**config.mk**
```make
export PLATFORM = sky130hd
export DESIGN_NAME = config_loader
export DESIGN_NICKNAME = d
export VERILOG_FILES = /design/src/rtl/config_loader.sv
export SDC_FILE = /design/constraint.sdc
export NUM_CORES = 1
export LEC_CHECK = 0
export CAP_MARGIN = 20
export CORE_MARGIN = 2
export CORE_UTILIZATION = 30
export CTS_CLUSTER_DIAMETER = 120
export DETAILED_ROUTE_END_ITERATION = 10
export PLACE_DENSITY_LB_ADDON = 0.08
export SYNTH_ARGS = -nofsm -noshare
export SYNTH_HDL_FRONTEND = slang
export SYNTH_SLANG_ARGS = --single-unit
```
**constraint.sdc**
```tcl
create_clock -name config_clk -period 9.1 [get_ports config_clk]
set_clock_uncertainty 0.2 [all_clocks]
set_input_delay 1.82 -clock config_clk [delete_from_list [all_inputs] [get_ports config_clk]]
set_output_delay 1.82 -clock config_clk [all_outputs]
set_load 0.03 [all_outputs]
```
**src/rtl/config_loader.sv**
```systemverilog
// config_loader: serialises parallel words into the config chain, LSB first, exactly CHAIN_LEN bits.
// Optional CRC-16-CCITT check word after the image when CONFIG_CRC_EN is defined.
module config_loader #(
  parameter int CHAIN_LEN = 260,
  parameter int WORD_W = 32,
  parameter int CNT_W = 9
) (
  input  logic              config_clk,
  input  logic              config_reset,
  input  logic              start,
  input  logic [WORD_W-1:0] in_data,
  input  logic              in_valid,
  output logic              in_ready,
  output logic              chain_out,
  output logic              chain_en,
  output logic              busy,
  output logic              done,
  output logic              error
);
  localparam int NB_W = $clog2(WORD_W + 1);
`ifdef CONFIG_CRC_EN
  typedef enum logic [2:0] {IDLE, LOAD, SHIFT, CHECK, DONE} state_t;
`else
  typedef enum logic [2:0] {IDLE, LOAD, SHIFT, DONE} state_t;
`endif
  state_t state, state_nx;
  logic [WORD_W-1:0] shreg;
  logic [CNT_W-1:0] bit_cnt;
  logic [NB_W-1:0] nbits, nb_load;
  logic [CNT_W:0] cnt_nx;
  logic [31:0] rem;
  logic idle_start, fin, refill, hs;
  assign idle_start = (state == IDLE || state == DONE) && start;
  assign cnt_nx = {1'b0, bit_cnt} + 1'b1;
  assign fin = state == SHIFT && cnt_nx == (CNT_W + 1)'(CHAIN_LEN);
  assign refill = state == SHIFT && nbits == NB_W'(1) && !fin;
  // bits still owed to the chain once the current cycle's shift (if any) is done
  assign rem = 32'(CHAIN_LEN) - 32'(state == SHIFT ? cnt_nx : {1'b0, bit_cnt});
  assign nb_load = rem > 32'(WORD_W) ? NB_W'(WORD_W) : NB_W'(rem);
  assign chain_en = state == SHIFT;
  assign chain_out = chain_en & shreg[0];
  assign busy = state != IDLE && state != DONE;
  assign done = state == DONE;
`ifdef CONFIG_CRC_EN
  assign in_ready = state == LOAD || refill || state == CHECK;
`else
  assign in_ready = state == LOAD || refill;
`endif
  assign hs = in_valid & in_ready;
  always_comb begin
    state_nx = state;
    if (idle_start) state_nx = LOAD;
    else if (state == LOAD && in_valid) state_nx = SHIFT;
`ifdef CONFIG_CRC_EN
    else if (fin) state_nx = CHECK;
    else if (state == CHECK && in_valid) state_nx = DONE;
`else
    else if (fin) state_nx = DONE;
`endif
    else if (refill && !in_valid) state_nx = LOAD;
  end
  always_ff @(posedge config_clk or posedge config_reset) begin
    if (config_reset) begin
      state <= IDLE;
      shreg <= '0;
      bit_cnt <= '0;
      nbits <= '0;
    end else begin
      state <= state_nx;
      if (idle_start) bit_cnt <= '0;
      else if (chain_en) bit_cnt <= cnt_nx[CNT_W-1:0];
      if (hs) begin
        shreg <= in_data;
        nbits <= nb_load;
      end else if (chain_en) begin
        shreg <= shreg >> 1;
        nbits <= nbits - NB_W'(1);
      end
    end
  end
`ifdef CONFIG_CRC_EN
  logic [15:0] crc;
  logic fb;
  assign fb = crc[15] ^ chain_out;
  always_ff @(posedge config_clk or posedge config_reset) begin
    if (config_reset) begin
      crc <= 16'hFFFF;
      error <= 1'b0;
    end else if (idle_start) begin
      crc <= 16'hFFFF;
      error <= 1'b0;
    end else begin
      if (chain_en) crc <= {crc[14:0], 1'b0} ^ (fb ? 16'h1021 : 16'h0000);
      if (state == CHECK && in_valid) error <= crc != in_data[15:0];
    end
  end
`else
  assign error = 1'b0;
`endif
endmodule
```
After elaboration in Yosys (flattened, before gate mapping)
Index checks and enable logic that the tools add are counted.
{ "op_classes": {"n_addsub": 3, "n_mux": 12, "order_cmp": 1, "n_bitwise": 2, "n_reduce_logical": 16, "eq_ne": 6} }
{ "ops": {"columns": ["op", "n"], "rows": [
  ["32-bit 2-to-1 mux", 2],
  ["32-bit by 6-bit greater-than comparator with 1-bit output (second input constant)", 1],
  ["6-bit 2-to-1 mux", 3],
  ["9-bit 2-to-1 mux", 2],
  ["3-bit 2-to-1 mux", 4],
  ["9-bit by 10-bit subtractor with 11-bit output (first input constant)", 1],
  ["9-bit by 1-bit adder with 10-bit output (second input constant)", 1],
  ["10-bit by 9-bit == test with 1-bit output (second input constant)", 1],
  ["10-bit 2-to-1 mux", 1],
  ["1-bit logical AND", 7],
  ["3-bit by 2-bit == test with 1-bit output (second input constant)", 2],
  ["6-bit by 1-bit == test with 1-bit output (second input constant)", 1],
  ["6-bit by 1-bit subtractor with 6-bit output (second input constant)", 1],
  ["2-bit nonzero test", 2],
  ["4-bit nonzero test", 1],
  ["3-bit by 1-bit == test with 1-bit output (second input constant)", 1],
  ["3-bit logical NOT", 1],
  ["3-bit by 2-bit inequality test with 1-bit output (second input constant)", 1],
  ["3-bit nonzero test", 1],
  ["1-bit bitwise AND", 2],
  ["1-bit logical NOT", 2],
  ["1-bit logical OR", 2]
]} }
{ "word_totals": {"wordCells": 44, "register_bits": 50} }

Logic depth before layout (Yosys ltp)
Gate-level depths: netlist (run 1).
{ "logic_depth": {"word_depth": 10, "depth_mapped": 12} }

Least setup slack after synthesis (run 1)
No wires, ideal clock.
{ "synth_path": {"path_type": "register to output", "start": "register state[0]", "end": "output in_ready", "path_buffers": 1, "t_arrival_ns": 1.940, "path_stages_with_launch": 7, "setup_slack_ns": 5.140, "cell_sequence": "dfrtp_1 > inv_1 > ha_1 > buf_2 > nor2b_1 > nand3_1 > o21bai_1"} }
{ "synth_via": {"elab_chain_cells": 5, "word_cells_on_any_way": 7} }
{ "synth_lines": {"columns": ["item", "line", "text"], "rows": [
  ["from (decl)", "26", "state_t state, state_nx;"],
  ["from (signal assigned)", "69", "state <= state_nx;"],
  ["3-bit by 2-bit == test with 1-bit output *", null, null],
  ["named net chain_en", "15", "output logic chain_en,"],
  ["1-bit logical AND", "35", "assign fin = state == SHIFT && cnt_nx == (CNT_W + 1)'(CHAIN_LEN);"],
  ["1-bit logical NOT", "36", "assign refill = state == SHIFT && nbits == NB_W'(1) && !fin;"],
  ["1-bit logical AND *", "36", null],
  ["1-bit logical OR *", "47", "assign in_ready = state == LOAD || refill;"],
  ["to (decl)", "13", "output logic in_ready,"]
]} }
Mark *: on every way through the listed nets, which the timed path passes. The rest lies on a longest branch.

Worst setup path in the final report (run 1)
{ "layout_path": {"start": "register state[0]", "end": "output in_ready"} }
{ "layout_via": {"elab_chain_cells": 5, "word_cells_on_any_way": 7} }
{ "layout_lines": {"columns": ["item", "line"], "rows": [
  ["3-bit by 2-bit == test with 1-bit output", "35, 36"],
  ["1-bit logical AND", "35"],
  ["1-bit logical NOT", "36"],
  ["1-bit logical AND", "36"],
  ["1-bit logical OR *", "47"]
]} }
Mark *: on every way between the ends. The rest lies on a longest branch, timed or not.

==> metrics.txt, run 1 <==
run status=finished, final reports clean; CTS tree=yes; Final setup viols=0; share of async-settable or async-resettable flops after synthesis=between 90% and 100%; RSZ-0062 raised after global routing=false; period utilization=roughly 54%; Fin. Hold Viols=0; die area=about 11000 µm²; fin cells=between 400 and 500; M3 GR Usage=approximately 2.4%; DRC violations left=0; Worst slew margin=around half; minimum clock period=between 4 and 5 ns; Syn Std Cell Area=a little under 3000 µm²; area leader, netlist=dfrtp_1; crit path cell chain=inv_1, ha_2, buf_4, nand2_1, a2111oi_4, o21bai_1, clkdlybuf4s50_1; Starting DRT DRC Count=80; CP max stage delay=a little over 0.6 ns; first-pass GRT wire length=around 11 mm; Mean Syn Cell Area=9.44 µm²; Root Driver=clkbuf_8; Setup TNS Final=0 ns; Worst-Margin Slew=between 0.7 and 0.8 ns; Fmax achieved=roughly 0.21 GHz; CP Class=reg2out; Hold Slack=approximately 0.35 ns; Die Y=about 100 µm; Clk Latency, worst-skew pair=0.30 ns; nets=between 300 and 400; hold_buf cts=0; Core Region=roughly 9700 µm²; syn nets=about 360; DP Worst Slack=4.51 ns; Fillers=just over 1000; top_reg_cell synth=dfrtp_1; R2R Setup Slk=5.27 ns; crit path capture type=output pin; CTS Buf Count=5; Max Slew Vio Count=0; area grow syn2layout=19.2%; GRT Util Overall=between 10% and 20%; Post-synth EDFFs=0; die width=between 100 and 150 µm; I/O pin count=42; Longest Clk Path Bufs=2; Synth top area share=between 40% and 50%; max cap viols=0; Final WS setup=4.23 ns; Vias/cell=around 4.8; worst-path maximum fanout=52; H-tree levels=2; ANT cells=0; design area=3540 µm²; Peak VDD IR=~150 µV; Routability Congestion=0.802; Syn. warnings=0; leakage power total=1.40 nW; largest net degree at the start of global routing=77; CP max-delay cell=clkdlybuf4s50_1; HPWL after detailed placement=4.56 mm; WL final=~6.6 mm; DP Area=roughly 3400 µm²; CP Launch Type=flop; antenna violations before repair=0; Worst EP required=slightly above 7 ns; grt total ovfl=0; pwr/cell area=255 nW/µm²; antenna-violating nets left=0; met1 Use GR=roughly a fifth; CTS clk-pin slew, worst paths=0.10 ns; share of cells above drive strength 1=between 6 and 7%; Synth Instances=about 310; number of synthesized register bits=49; met2 Usage GRT=roughly 19%; num rows=36; GR peak layer=met1; post-CTS setup buffers=0; Port Buffers=40; Seq/Total Area, Yosys=~41%; placed insts=468; DRT Pass-1 Iters=4; CTS sink cnt=49; worst min-delay path category=reg2reg; largest cells by area after synthesis=dfrtp_1 41%, mux2i_1 11%, o21ai_0 6.2%, nand2_1 5.6%, xnor2_1 3.5%; starting density of the core=between 30% and 40%; Worst EP arrival=between 2 and 3 ns; post-cts resize count=0; Distinct cells, synth=56; routed via count=roughly 2300; WL per Instance=13.8 µm; number of global-route vias before repair=2247
## synthesized netlist by cell type, types with 3 or more instances
cell type and n:
o21ai_0 37, a21oi_1 3, dfrtp_1 49, nor3_1 4
inv_1 7, buf_2 6, clkbuf_1 10, buf_6 3
xnor2_1 12, nand4_1 9, nor2b_1 4, nand2_1 44
nand3_1 7, a211o_1 4, and3_1 7, nor2_1 16
ha_1 8, and2_1 7, mux2i_1 32
## flip-flops by register name (all words and copies together), names as in the netlist
signal	count
nbits	6
state	2
shreg	32
bit_cnt	9
## stage by stage
step	util, %	total power (W)
3_5_place_dp	35.6	0.000782
5_1_grt	36.5	0.000988
4_1_cts	36.5	0.000919
6_report	36.5	0.000902
2_1_floorplan	-	0.000672
3_3_place_gp	35.6	0.000779
## routing by layer
metal,vias to the layer above,routed length [µm]
li1,1172,-
met1,1073,3390
met2,42,2830
met3,4,295
met4,0,65
met5,-,0
## worst max-delay path, delay by kind of cell (launching register included)
family,cells,cell delay (ns)
DFF,1,0.43
adders and majority gates,1,0.15
AOI/OAI and AO/OA,2,0.54
and+or+nand+nor,1,0.18
buffers and inverters,3,1.25
## layout make-up
| cell class | count | area [µm²] | share of cell area, % |
|---|---|---|---|
| Inverter | 7 | 26.3 | 0.743 |
| Timing Repair Buffer | 43 | 423 | 12.0 |
| Clock inverter | 2 | 15.0 | 0.425 |
| Clock buffer | 6 | 72.6 | 2.05 |
| Sequential cell | 49 | 1230 | 34.7 |
| Tap cell | 133 | 166 | 4.71 |
| Multi-Input combinational cell | 236 | 1610 | 45.4 |
## cells in the final DEF (no fill, tap or decap), types with 6 or more instances in the layout
master	netlist	layout
dfrtp_1	49	49
nand2_1	44	44
clkdlybuf4s50_1	0	40
nor2_1	16	16
nand3_1	7	7
mux2i_1	32	32
ha_1	8	7
xnor2_1	12	12
nand4_1	9	9
and3_1	7	7
o21ai_0	37	37
inv_1	7	6
and2_1	7	7
## cell families (layout without fill, tap and decap cells)
logic type	after synthesis	count (layout)	synth area share [%]
simple gates	109	109	18.2
compound gates	71	71	16.4
flops	49	49	41.4
mux	32	32	10.8
buf+inv	29	58	4.81
xor+xnor	15	15	4.89
fa+ha+maj	8	8	3.38
other cells	1	1	0.126
## worst paths after layout
check,endpoint,startpoint,cells past startpoint
worst max-delay path,in_ready,state[0],7
min in group asynchronous,shreg[6],config_reset,3
worst min-delay path,nbits[5],nbits[5],1
worst max register to register,nbits[0],state[0],11
worst min register to register,nbits[5],nbits[5],1
max in group asynchronous,nbits[5],config_reset,3
## report_power, final
group	internal, W	leakage [nW]	switching, W	total, W
clock network	0.0000544	0.0374	0.0000775	0.000132
registers	0.000308	0.616	0.0000584	0.000366
logic	0.000180	0.746	0.000224	0.000404
(Power assumes the default switching activity.)
==> run 2, diff against run 1 <==
- clock period: 9.1 -> 4.1 ns (I/O delays scaled with it)
==> run 2 against run 1 <==
Effect of this change: flip-flop and latch count unchanged; routed wire length increased by 5.1%; global-route usage rose by 0.30 points; final area rose by 0.60%; worst hold slack better by 0.0095 ns; power rose by 120%; clock power is 130% higher; clock-buffer cell count unchanged; first-iteration DRC count up 33%; largest power group unchanged; highest routed layer unchanged.
==> metrics.txt, run 2 (synthesized netlist as in run 1, its figures left out) <==
R2R Setup Slk=0.77 ns (-4.50 ns); hold_buf cts=0 (unchanged); Die Y=103 µm (unchanged); antenna-violating nets left=0 (unchanged); pwr/cell area=569 nW/µm² (+120%); run status=finished, final reports clean; Worst-Margin Slew=0.752 ns (+0.0252 ns); fin util=36.7% (+0.22 points); DRT Pass-1 Iters=4 (unchanged); most frequent cells in the layout=49 x dfrtp_1, 44 x nand2_1, 40 x clkdlybuf4s50_1, 37 x o21ai_0, 32 x mux2i_1; Worst slew margin=49.8% (-1.8 points); GRT Util Overall=13.5% (+0.30 points); DRC violations left=0 (unchanged); Largest regs=shreg (32), bit_cnt (9), nbits (6); placed insts=471 (+0.64%); CTS tree=yes; Setup TNS Final=0 ns (unchanged); Root Driver=clkbuf_8; RSZ-0062 raised after global routing=false; routed via count=2341 (+2.2%); num rows=36 (unchanged); Peak VDD IR=217 µV (+45%); total power=0.00202 W (+120%); WL final=6.92 mm (+5.1%); WL per Instance=14.4 µm (+4.4%); max cap viols=0 (unchanged); area grow syn2layout=20.0%; CP Class=reg2out; Max Slew Vio Count=0 (unchanged); crit path launch=bit_cnt[0]; Clk Latency, worst-skew pair=0.31 ns (about the same); reg2reg path depth=10 (-1); grt total ovfl=0 (unchanged); starting density of the core=30.6% (unchanged); Starting DRT DRC Count=106 (+33%); crit path capture type=output pin; Vias/cell=4.89 (+1.5%); minimum clock period=~3.9 ns; Final setup viols=0 (unchanged); Fin. Hold Viols=0 (unchanged); CTS clk-pin slew, worst paths=0.10 ns (about the same); Fillers=1001 (-2.3%); CP Launch Type=flop; Longest Clk Path Bufs=2 (unchanged); worst min-delay path category=reg2reg; Seq. cell area=1230 µm² (unchanged); Multi-input gate area=1610 µm² (unchanged); post-cts resize count=0 (unchanged); fin cells=479 (+0.63%); largest net degree at the start of global routing=49 (-36%); CTS Buf Count=5 (unchanged); Fmax achieved=roughly 0.26 GHz; period utilization=94.2%; leakage power total=1.42 nW (+1.7%); HPWL after detailed placement=4.85 mm (+6.2%); CTS sink cnt=49 (unchanged); worst-path maximum fanout=9 (-83%); Routability Congestion=0.765 (-4.6%); Crit Reg-Reg Endpoint=nbits[0]; Core Region=9680 µm² (unchanged); die width=103 µm (unchanged); share of cells above drive strength 1=6.94% (+0.81 points); most common cell after layout, fill and taps aside=dfrtp_1; antenna violations before repair=0 (unchanged); Worst EP arrival=2.84 ns (about the same); die area=10700 µm² (unchanged); post-CTS setup buffers=0 (unchanged); first-pass GRT wire length=11.1 mm (+1.1%); I/O pin count=42 (unchanged); H-tree levels=2 (unchanged); end point of the critical path=in_ready; Worst EP required=3.08 ns (-4.00 ns); register with the most flip-flops=shreg; hold path depth=2 (+1); Reg-to-Reg Start=state[0]; number of global-route vias before repair=2186 (-2.7%); ANT cells=0 (unchanged); max FFs per register=32 (unchanged); Port Buffers=40 (unchanged); nets=389 (+0.78%)
==> run 2: changes by cell type in the layout (fill, tap and decap cells not counted) <==
| cell | before | now |
|---|---|---|
| inv_6 | 0 | 1 |
| clkinvlp_4 | 2 | 0 |
| buf_4 | 3 | 6 |
| clkinv_2 | 0 | 1 |
==> run 2: layout make-up <==
class / count / share of cell area (%)
clock buffers: 6 / 2.04
clock inverters: 2 / 0.387
inverters: 7 / 0.739
multi-input cells: 236 / 45.2
flip-flops and latches: 49 / 34.5
well taps: 133 / 4.68
repair buffers: 46 / 12.5
==> run 2: metrics by stage <==
| step | cell area [µm²] | worst slack [ns] | hold WS, ns |
|---|---|---|---|
| floorplan | 2970 | 0.375 | 0.296 |
| CTS | 3560 | 0.225 | 0.361 |
| global route | 3560 | 0.0394 | 0.393 |
| detailed placement | 3470 | 0.607 | 0.339 |
| finish | 3560 | 0.238 | 0.357 |
| global placement | 3470 | 0.635 | 0.336 |
==> run 2: where the power goes <==
group	total [W]	switching, W	leakage, nW	internal [W]
logic	0.000908	0.000500	0.761	0.000408
registers	0.000812	0.000129	0.616	0.000683
clock network	0.000304	0.000182	0.0456	0.000122
==> run 2: routing by layer <==
| layer | global-route usage, % | wire length [µm] |
|---|---|---|
| met1 | 20.0 | 3430 |
| met2 | 19.2 | 3050 |
| met3 | 3.63 | 351 |
| met4 | 3.74 | 83 |
| met5 | 0 | 0 |
==> run 2: worst min path at each step <==
stage               startpoint   endpoint  slack [ns]
floorplan             nbits[5]   nbits[5]        0.30
global placement      nbits[5]   nbits[5]        0.34
detailed placement    nbits[5]   nbits[5]        0.34
CTS                  shreg[31]  shreg[31]        0.36
global route         shreg[31]  shreg[31]        0.39
finish               shreg[31]  shreg[31]        0.36
==> run 2: critical path, stage by stage, from the launching register on <==
cell,delay (ns)
dfrtp_1,0.52
ha_1,0.37
and3b_1,0.20
o2111ai_1,0.15
a2111oi_4,0.50
o21bai_1,0.16
clkdlybuf4s50_1,0.62
